==> src/rtl/float2int_seq_if.sv <==
`default_nettype none
// ============================================================================
//  Module   : float2int_seq_if
//  Purpose  : Request/result handshake bundle for the sequential
//             mini-float to integer converter.
//  Revision : 1.0 - initial release
// ============================================================================
interface float2int_seq_if;
    logic        in_valid;
    logic        in_ready;
    logic [6:0]  in_float;
    logic        out_valid;
    logic        out_ready;
    logic [10:0] out_int;
    logic        busy;

    // Producer/consumer side: issues requests and takes results
    modport master (
        output in_valid,
        output in_float,
        output out_ready,
        input  in_ready,
        input  out_valid,
        input  out_int,
        input  busy
    );

    // Converter side
    modport slave (
        input  in_valid,
        input  in_float,
        input  out_ready,
        output in_ready,
        output out_valid,
        output out_int,
        output busy
    );
endinterface
`default_nettype wire

==> src/rtl/float2int_seq.sv <==
`default_nettype none
// ============================================================================
//  Module   : float2int_seq
//  Purpose  : Converts a 7-bit mini-float (3-bit exponent, 4-bit mantissa)
//             into an exact 11-bit unsigned integer by shifting the
//             significand STEP positions per cycle.
//  Revision : 1.0 - initial release
// ============================================================================
module float2int_seq #(
    parameter int STEP = 1          // shift positions per cycle: 1, 2, 3 or 6
) (
    input  wire logic          clk,
    input  wire logic          rst,
    float2int_seq_if.slave     bus
);

    localparam logic [1:0] S_IDLE  = 2'd0;
    localparam logic [1:0] S_SHIFT = 2'd1;
    localparam logic [1:0] S_DONE  = 2'd2;

    localparam logic [2:0] C_STEP  = 3'(STEP);

    logic [1:0]  r_state;
    logic [10:0] r_sig;        // significand; doubles as the visible result
    logic [2:0]  r_rem;        // remaining left-shift positions
    logic        r_out_valid;
    logic        r_busy;

    logic [2:0]  w_exp;
    logic [3:0]  w_man;
    logic [10:0] w_load_sig;
    logic [2:0]  w_load_rem;
    logic        w_in_ready;
    logic        w_accept;
    logic        w_deliver;
    logic [2:0]  w_amt;
    logic [10:0] w_shifted;
    logic [2:0]  w_rem_next;

    // Request decode, handshake qualification and the per-cycle shift step
    always_comb begin
        w_exp      = bus.in_float[6:4];
        w_man      = bus.in_float[3:0];
        // Denormals carry no hidden bit and need no shift
        w_load_sig = (w_exp == 3'd0) ? {7'd0, w_man} : {6'd0, 1'b1, w_man};
        w_load_rem = (w_exp == 3'd0) ? 3'd0 : (w_exp - 3'd1);
        // A finished result being taken frees the block for a new request
        // on the same edge, so in_ready never looks at in_valid
        w_in_ready = (r_state == S_IDLE) ||
                     ((r_state == S_DONE) && bus.out_ready);
        w_accept   = bus.in_valid && w_in_ready;
        w_deliver  = r_out_valid && bus.out_ready;
        w_amt      = (r_rem < C_STEP) ? r_rem : C_STEP;
        w_shifted  = r_sig << w_amt;
        w_rem_next = r_rem - w_amt;
    end

    // Control state, significand shifting and registered outputs
    always_ff @(posedge clk) begin
        if (rst) begin
            r_state     <= S_IDLE;
            r_sig       <= 11'd0;
            r_rem       <= 3'd0;
            r_out_valid <= 1'b0;
            r_busy      <= 1'b0;
        end else if (w_accept) begin
            // Accept is only possible from IDLE or from DONE while the old
            // result is being delivered on this very edge
            r_sig  <= w_load_sig;
            r_rem  <= w_load_rem;
            r_busy <= 1'b1;
            if (w_load_rem == 3'd0) begin
                r_state     <= S_DONE;
                r_out_valid <= 1'b1;
            end else begin
                r_state     <= S_SHIFT;
                r_out_valid <= 1'b0;
            end
        end else begin
            case (r_state)
                S_SHIFT: begin
                    r_sig <= w_shifted;
                    r_rem <= w_rem_next;
                    if (w_rem_next == 3'd0) begin
                        r_state     <= S_DONE;
                        r_out_valid <= 1'b1;
                    end
                end
                S_DONE: begin
                    if (w_deliver) begin
                        r_state     <= S_IDLE;
                        r_sig       <= 11'd0;
                        r_out_valid <= 1'b0;
                        r_busy      <= 1'b0;
                    end
                end
                S_IDLE: begin
                    r_busy <= 1'b0;
                end
                default: begin
                    r_state     <= S_IDLE;
                    r_sig       <= 11'd0;
                    r_rem       <= 3'd0;
                    r_out_valid <= 1'b0;
                    r_busy      <= 1'b0;
                end
            endcase
        end
    end

    assign bus.in_ready  = w_in_ready;
    assign bus.out_valid = r_out_valid;
    assign bus.out_int   = r_sig;
    assign bus.busy      = r_busy;

endmodule
`default_nettype wire

==> src/flat_wrapper.sv <==
// flat-port wrapper written by rule: the top's interface ports become plain ports
module float2int_seq_flat 
#(
    parameter int STEP = 1                                                    
)
  (clk, rst, bus_in_valid, bus_in_float, bus_out_ready, bus_in_ready, bus_out_valid, bus_out_int, bus_busy);
  float2int_seq_if bus_i ();
  input  wire logic clk;
  input  wire logic rst;
  input wire logic [$bits(bus_i.in_valid)-1:0] bus_in_valid;
  input wire logic [$bits(bus_i.in_float)-1:0] bus_in_float;
  input wire logic [$bits(bus_i.out_ready)-1:0] bus_out_ready;
  output wire logic [$bits(bus_i.in_ready)-1:0] bus_in_ready;
  output wire logic [$bits(bus_i.out_valid)-1:0] bus_out_valid;
  output wire logic [$bits(bus_i.out_int)-1:0] bus_out_int;
  output wire logic [$bits(bus_i.busy)-1:0] bus_busy;
  assign bus_i.in_valid = bus_in_valid;
  assign bus_i.in_float = bus_in_float;
  assign bus_i.out_ready = bus_out_ready;
  assign bus_in_ready = bus_i.in_ready;
  assign bus_out_valid = bus_i.out_valid;
  assign bus_out_int = bus_i.out_int;
  assign bus_busy = bus_i.busy;
  float2int_seq #(.STEP(STEP)) u_core (.clk(clk), .rst(rst), .bus(bus_i));
endmodule
==> config.mk <==
export PLATFORM = sky130hd
export DESIGN_NAME = float2int_seq_flat
export DESIGN_NICKNAME = d
export VERILOG_FILES = /design/src/rtl/float2int_seq_if.sv /design/src/rtl/float2int_seq.sv /design/src/flat_wrapper.sv
export SDC_FILE = /design/constraint.sdc
export NUM_CORES = 1
export LEC_CHECK = 0
export BUFFER_PORTS_ARGS = -buffer_cell sky130_fd_sc_hd__buf_2
export CAP_MARGIN = 15
export CORE_MARGIN = 4
export CORE_UTILIZATION = 56
export CTS_BUF_LIST = sky130_fd_sc_hd__clkbuf_4
export CTS_CLUSTER_SIZE = 24
export DETAILED_ROUTE_END_ITERATION = 6
export PLACE_DENSITY_LB_ADDON = 0.2
export SLEW_MARGIN = 5
export SYNTH_ARGS = -nofsm -noshare
export SYNTH_HDL_FRONTEND = slang
export SYNTH_SLANG_ARGS = --single-unit
==> constraint.sdc <==
create_clock -name clk -period 2.5 [get_ports clk]
set_input_delay 0.125 -clock clk [delete_from_list [all_inputs] [get_ports clk]]
set_output_delay 0.125 -clock clk [all_outputs]
set_load 0.05 [all_outputs]
==> summary.md, run 1 <==
| Metric | Value |
|---|---|
| Nets@finish | `136` |
| Util after Layout | `72.38%` |
| Reg-to-Reg Start | `u_core.r_rem[2]` |
| Period utilisation layout | `64.35%` |
| Register area | `340.3 um^2` |
| Post-CTS Hold Fix Bufs | `0` |
| Minimum clock period | `1.609 ns` |
| Hold Crit Endpoint | `u_core.bus.out_int[0]` |
| Final Hold Vio Count | `0` |
| HPWL after detailed placement | `1362 um` |
| Crit-path max FO | `4` |
| Hold-critical path depth | `3` |
| Die Ht | `46.66 um` |
| Setup_tns | `0 ns` |
| GR Util All Layers | `19.59%` |
| WP data required | `2.74 ns` |
| Clk slew on worst S/H paths | `0.09 ns` |
| Full die area | `2177 um^2` |
| Worst setup SP type | `flip-flop` |
| Setup violators final | `0` |
| Synth area leader | `dfxtp_1` |
| DP Cell Count | `131` |
| Leak | `0.4375 nW` |
| Drt total wl | `1777 um` |
| H-tree levels | `1` |
| Root buf cell | `clkbuf_4` |
| Via count | `792` |
| Area growth syn-to-layout | `16.74%` |
| Setup ws final | `0.8912 ns` |
| Most frequent cell on the critical path | `a21oi_1` |
| VDD IR-drop max | `447.7 uV` |
| # DRC | `0` |
| Hold Path Origin | `bus_in_float[0]` |
| IO Count | `25` |
| Final std cells w/o fill | `135` |
| DIE WIDTH | `46.66 um` |
| Fin. max-slew vios | `0` |
| Worst R2R Path Depth | `7` |
| Seq cells post-synth | `17` |
| Syn avg cell area | `8.719 um^2` |
| DRT iter0 DRCs | `30` |
| Clock Path Buffers | `2` |
| Critical path arrival | `1.85 ns` |
| Final setup skew | `0.002945 ns` |
| Sink Count | `17` |
| Initial antenna violation count | `0` |
| Tightest Pin Transition | `0.4779 ns` |
| Reg2Reg Capture Point | `u_core.r_state[1]` |
| Rel. slew slack | `68.00%` |
| Synthesized Nets | `111` |
| Sequential share of the synthesized area | `40.66%` |
| PwrDens | `647.7 nW/um^2` |
| Largest net degree at the start of global routing | `18` |
| Gpl congestion | `0.8564` |
| Ant. Diodes | `0` |
| Synth cell types | `29` |
| Port Buffers | `24` |
| Grt ovf | `0` |
| Ratio of cells with drive above 1 in the final layout | `27.50%` |
| R2R Setup Slk | `0.89 ns` |
| Postcts setup bufs | `0` |
| Clk Latency, worst-skew pair | `0.29 ns` |
| Synth top area share | `40.66%` |
| CP max stage delay | `0.39 ns` |
| Worst path slowest cell | `dfxtp_1` |
| Max-Cap Viols | `0` |
| Drt first pass iters | `5` |
| Status | `finished, final reports clean` |
| RSZ-0062 raised after global routing | `no` |
| Mapped Cells | `96` |
| Fillers | `108` |
| Synth warn | `0` |
| Area of the multi-input gates | `441.7 um^2` |
| Hold WC Path Type | `input port to flip-flop` |
| CTS Buf Count | `3` |
| Wirelength per Cell | `13.16 um` |
| First-pass GRT wire length | `3001 um` |
| Top post-synthesis cells by area | `dfxtp_1 (41%), nor2_1 (7.6%), a22oi_1 (7.2%)` |
| CTS tree | `done` |
| DP Worst Slack | `0.9243 ns` |
| Max frequency | `621.6 MHz` |
| CORE AREA | `1350 um^2` |
| Post-CTS resize count | `0` |
| Cell Area, Synth | `837.1 um^2` |
| Critical-path cell list | `inv_1 > a21oi_1 > ha_1 > xnor2_1 > a21oi_1 > o21ai_0 > o211a_1` |
| Floorplan row count | `13` |
| CP Class | `flip-flop to flip-flop` |
| Endpoint class of the critical path | `flip-flop` |
| DR vias/cell | `5.867` |
| Vias in the first global route | `721` |
| Post-DRT Antenna Nets | `0` |
| Initial Util | `62.00%` |
==> worst max-delay path, delay by kind of cell, from the launching register on <==
family | cells | cell delay, ns
flip-flops | 1 | 0.39
XOR/XNOR | 1 | 0.15
AO/OA/AOI/OAI | 4 | 0.72
adder cells (fa/ha/maj) | 1 | 0.24
buffers and inverters | 1 | 0.07
==> final cells by class <==
type	count	share of cell area [%]
tap	15	1.921
timing repair buffer	25	13.06
multi-input combinational	69	45.20
sequential	17	34.83
clock buffer	4	3.073
inverter	5	1.921
==> per-layer routing <==
| layer | track usage (%) | up-vias | share of wire, % |
|---|---|---|---|
| met2 | 31.32 | 31 | 48 |
| met1 | 23.72 | 366 | 43 |
| met5 | 0 | - | 0 |
| met4 | 9.945 | 0 | 1.3 |
| li1 | - | 391 | - |
| met3 | 5.469 | 4 | 7.7 |
==> logic make-up after synthesis <==
group / count (synthesis) / share of synthesized area, %
muxes: 1 / 1.345
xor gates and xnor gates: 1 / 1.047
and+or+nand+nor: 35 / 21.38
AOI/OAI and AO/OA: 28 / 23.02
DFF: 17 / 40.66
adders and majority gates: 4 / 5.979
buffers and inverters: 10 / 6.575
==> worst max-delay path by stage <==
stage                 startpoint           endpoint  slack, ns
2_1_floorplan  u_core.r_state[1]    u_core.r_rem[0]       0.67
3_3_place_gp     u_core.r_rem[2]  u_core.r_state[1]       1.01
3_5_place_dp     u_core.r_rem[1]  u_core.r_state[1]       0.92
4_1_cts          u_core.r_rem[1]  u_core.r_state[1]       0.90
5_1_grt          u_core.r_rem[2]  u_core.r_state[1]       0.69
6_report         u_core.r_rem[2]  u_core.r_state[1]       0.89
==> stage by stage <==
stage / hold slack [ns] / area (um^2) / power (W)
after floorplan: 0.2876 / 837.1 / 0.0004449
after global placement: 0.3748 / 947.2 / 0.0004790
after detailed placement: 0.3977 / 947.2 / 0.0004830
after CTS: 0.08537 / 977.2 / 0.0006366
after global routing: 0.09533 / 977.2 / 0.0006674
final: 0.09126 / 977.2 / 0.0006329
==> cell usage after synthesis <==
cell	n
a211oi_1	2
a21oi_1	7
a222oi_1	4
a22oi_1	8
a31oi_1	1
and2_1	1
and2_4	1
buf_2	1
buf_4	2
buf_6	1
clkbuf_2	1
dfxtp_1	17
ha_1	4
inv_1	5
mux2_2	1
nand2_1	2
nand2b_1	3
nand3b_1	1
nor2_1	17
nor2b_1	3
nor3_1	3
nor3b_1	1
nor3b_2	1
o211a_1	1
o21ai_0	4
o22ai_1	1
or2_2	1
or3_1	1
xnor2_1	1
==> registers in the layout, indices dropped and copies added, names as in the netlist <==
signal / cells
u_core.r_rem: 3
u_core.bus.out_int: 11
u_core.r_state: 2
u_core.bus.busy: 1
==> cells in the final DEF (no fill, tap or decap), types with 2 or more instances in the layout <==
| cell | instances |
|---|---|
| a211oi_1 | 2 |
| a21oi_1 | 7 |
| a222oi_1 | 4 |
| a22oi_1 | 8 |
| buf_2 | 24 |
| clkbuf_4 | 4 |
| dfxtp_1 | 17 |
| ha_1 | 4 |
| inv_1 | 5 |
| nand2_1 | 2 |
| nand2b_1 | 3 |
| nor2_1 | 17 |
| nor2b_1 | 3 |
| nor3_1 | 3 |
| o21ai_0 | 4 |
==> report_power, final <==
part | internal (W) | switching, W
combinational | 0.0000602 | 0.000113
sequential | 0.000287 | 0.0000167
clock | 0.0000729 | 0.0000827
total | 0.000420 | 0.000213
Power figures use the tool's default switching activity.
==> run 2: changes to the inputs <==
--- a/config.mk
+++ b/config.mk
@@ -8,7 +8,7 @@
 export BUFFER_PORTS_ARGS = -buffer_cell sky130_fd_sc_hd__buf_2
 export CAP_MARGIN = 15
 export CORE_MARGIN = 4
-export CORE_UTILIZATION = 56
+export CORE_UTILIZATION = 47
 export CTS_BUF_LIST = sky130_fd_sc_hd__clkbuf_4
 export CTS_CLUSTER_SIZE = 24
 export DETAILED_ROUTE_END_ITERATION = 6
==> constraint.sdc (replaced) <==
create_clock -name clk -period 1.4 [get_ports clk]
set_input_delay 0.07 -clock clk [delete_from_list [all_inputs] [get_ports clk]]
set_output_delay 0.07 -clock clk [all_outputs]
set_load 0.05 [all_outputs]
==> run 2 against run 1 <==
Clock power rose by 74%; count of clock-buffer cells in the layout did not move; global-route usage shrank 2.5 points; critical endpoint unchanged; non-clock buffer count grew 13; highest routed layer is now met3.
==> summary.md, run 2 (synthesized netlist as in run 1, its figures left out) <==
| Metric | Value |
|---|---|
| Worst R2R Path Depth | `7 (unchanged)` |
| WP data required | `1.63 ns (was 2.74 ns)` |
| Hold-critical path depth | `3 (unchanged)` |
| Setup_tns | `0 ns (unchanged)` |
| DR vias/cell | `5.316 (was 5.867)` |
| Post-DRT Antenna Nets | `0 (unchanged)` |
| Full die area | `2520 um^2 (was 2177 um^2)` |
| CTS Buf Count | `3 (unchanged)` |
| Rel. slew slack | `78.13% (was 68.00%)` |
| RSZ-0062 raised after global routing | `yes (was no)` |
| Gpl congestion | `0.7995 (was 0.8564)` |
| Sink Count | `17 (unchanged)` |
| Worst setup SP type | `flip-flop (unchanged)` |
| CTS tree | `done (unchanged)` |
| CP Class | `flip-flop to flip-flop (unchanged)` |
| DIE WIDTH | `50.20 um (was 46.66 um)` |
| Area growth syn-to-layout | `43.95% (was 16.74%)` |
| Most frequent cells in the layout | `buf_2 (23), nor2_1 (16), buf_4 (14) (was buf_2 (24), nor2_1 (17), dfxtp_1 (17))` |
| Area of the multi-input gates | `544.3 um^2 (was 441.7 um^2)` |
| Max frequency | `718.3 MHz (was 621.6 MHz)` |
| Crit-path max FO | `3 (was 4)` |
| Register area | `350.3 um^2 (was 340.3 um^2)` |
| Clock Path Buffers | `2 (unchanged)` |
| DP Cell Count | `146 (was 131)` |
| Minimum clock period | `1.392 ns (was 1.609 ns)` |
| Clk Latency, worst-skew pair | `0.28 ns (was 0.29 ns)` |
| DP Worst Slack | `-0.1881 ns (was 0.9243 ns)` |
| Leak | `0.5243 nW (was 0.4375 nW)` |
| Via count | `840 (was 792)` |
| Hold_ws | `0.04287 ns (was 0.09126 ns)` |
| Period utilisation layout | `99.44% (was 64.35%)` |
| Ratio of cells with drive above 1 in the final layout | `48.51% (was 27.50%)` |
| Ant. Diodes | `0 (unchanged)` |
| Floorplan row count | `14 (was 13)` |
| CORE AREA | `1594 um^2 (was 1350 um^2)` |
| H-tree levels | `1 (unchanged)` |
| Wirelength per Cell | `13.56 um (was 13.16 um)` |
| Initial antenna violation count | `0 (unchanged)` |
| Final std cells w/o fill | `158 (was 135)` |
| Critical path arrival | `1.62 ns (was 1.85 ns)` |
| Fillers | `119 (was 108)` |
| HPWL after detailed placement | `1508 um (was 1362 um)` |
| First-pass GRT wire length | `3360 um (was 3001 um)` |
| Endpoint class of the critical path | `flip-flop (unchanged)` |
| Commonest non-fill, non-tap cell in the layout | `buf_2 (unchanged)` |
| Initial Util | `52.51% (was 62.00%)` |
| # DRC | `0 (unchanged)` |
| Hold WC Path Type | `input port to flip-flop (unchanged)` |
| Util after Layout | `75.59% (was 72.38%)` |
| Clk slew on worst S/H paths | `0.09 ns (about the same)` |
| Max-Cap Viols | `0 (unchanged)` |
| Hold Path Origin | `bus_in_float[2] (was bus_in_float[0])` |
| Drt first pass iters | `4 (was 5)` |
| Final Hold Vio Count | `0 (unchanged)` |
| GR Util All Layers | `17.09% (was 19.59%)` |
| Status | `finished, final reports clean (unchanged)` |
| Setup violators final | `0 (unchanged)` |
| Tightest Pin Transition | `0.3277 ns (was 0.4779 ns)` |
| Port Buffers | `24 (unchanged)` |
| Root buf cell | `clkbuf_4 (unchanged)` |
| Reg-to-Reg Start | `u_core.r_rem[2] (unchanged)` |
| Crit path launch | `u_core.r_rem[2] (unchanged)` |
| Grt ovf | `0 (unchanged)` |
| PwrDens | `1074 nW/um^2 (was 647.7 nW/um^2)` |
| Vias in the first global route | `780 (was 721)` |
| Die Ht | `50.20 um (was 46.66 um)` |
| Fin. max-slew vios | `0 (unchanged)` |
| Setup ws final | `0.007862 ns (was 0.8912 ns)` |
| Nets@finish | `150 (was 136)` |
| Drt total wl | `2143 um (was 1777 um)` |
| Max reg flops | `11 (unchanged)` |
| Final setup skew | `0.0004290 ns (was 0.002945 ns)` |
| VDD IR-drop max | `799.9 uV (was 447.7 uV)` |
| DRT iter0 DRCs | `27 (was 30)` |
| Largest net degree at the start of global routing | `18 (unchanged)` |
| IO Count | `25 (unchanged)` |
==> run 2: final timing paths <==
check                          endpoint  slack, ns
hold / removal    u_core.bus.out_int[2]       0.04
setup reg to reg      u_core.r_state[1]      0.008
setup / recovery      u_core.r_state[1]      0.008
hold reg to reg         u_core.bus.busy       0.49
==> run 2: final cells by class <==
type | instances | area share [%]
Clock buffer | 4 | 2.492
Inverter | 5 | 1.558
Multi-Input combinational cell | 70 | 45.17
Sequential cell | 17 | 29.08
Tap cell | 24 | 2.492
Timing Repair Buffer | 38 | 19.21
==> run 2: repair_timing <==
action	4_1_cts	5_1_grt
buffers inserted	3	3
resized for setup	7	19
endpoints found under the setup margin	7	17
hold buffers	0	0
pin swaps	7	10
cloned	0	2
==> run 2: power by group <==
| part | switching, W | internal [W] |
|---|---|---|
| Clock | 0.000141 | 0.000130 |
| Combinational | 0.000268 | 0.000211 |
| Sequential | 0.0000304 | 0.000514 |
| Total | 0.000439 | 0.000855 |
==> run 2: through the flow <==
step	instance area [um^2]	power [W]
6_report	1205	0.001294
5_1_grt	1205	0.001377
4_1_cts	1079	0.001194
3_5_place_dp	1013	0.0008965
3_3_place_gp	1013	0.0008863
2_1_floorplan	847.1	0.0007989
==> run 2: routing by layer <==
| metal | wire, um | GRT usage, % | share of wire (%) |
|---|---|---|---|
| met3 | 99 | 5.325 | 4.6 |
| met4 | 0 | 3.226 | 0 |
| met2 | 1125 | 30.22 | 52 |
| met5 | 0 | 0 | 0 |
| met1 | 918 | 20.33 | 43 |
==> run 2: critical path, stage by stage, from the launching register on <==
cell	delay, ns
dfxtp_2	0.36
inv_2	0.06
a21oi_4	0.20
ha_4	0.20
xnor2_4	0.13
a21oi_2	0.08
o21ai_2	0.14
o211a_1	0.15
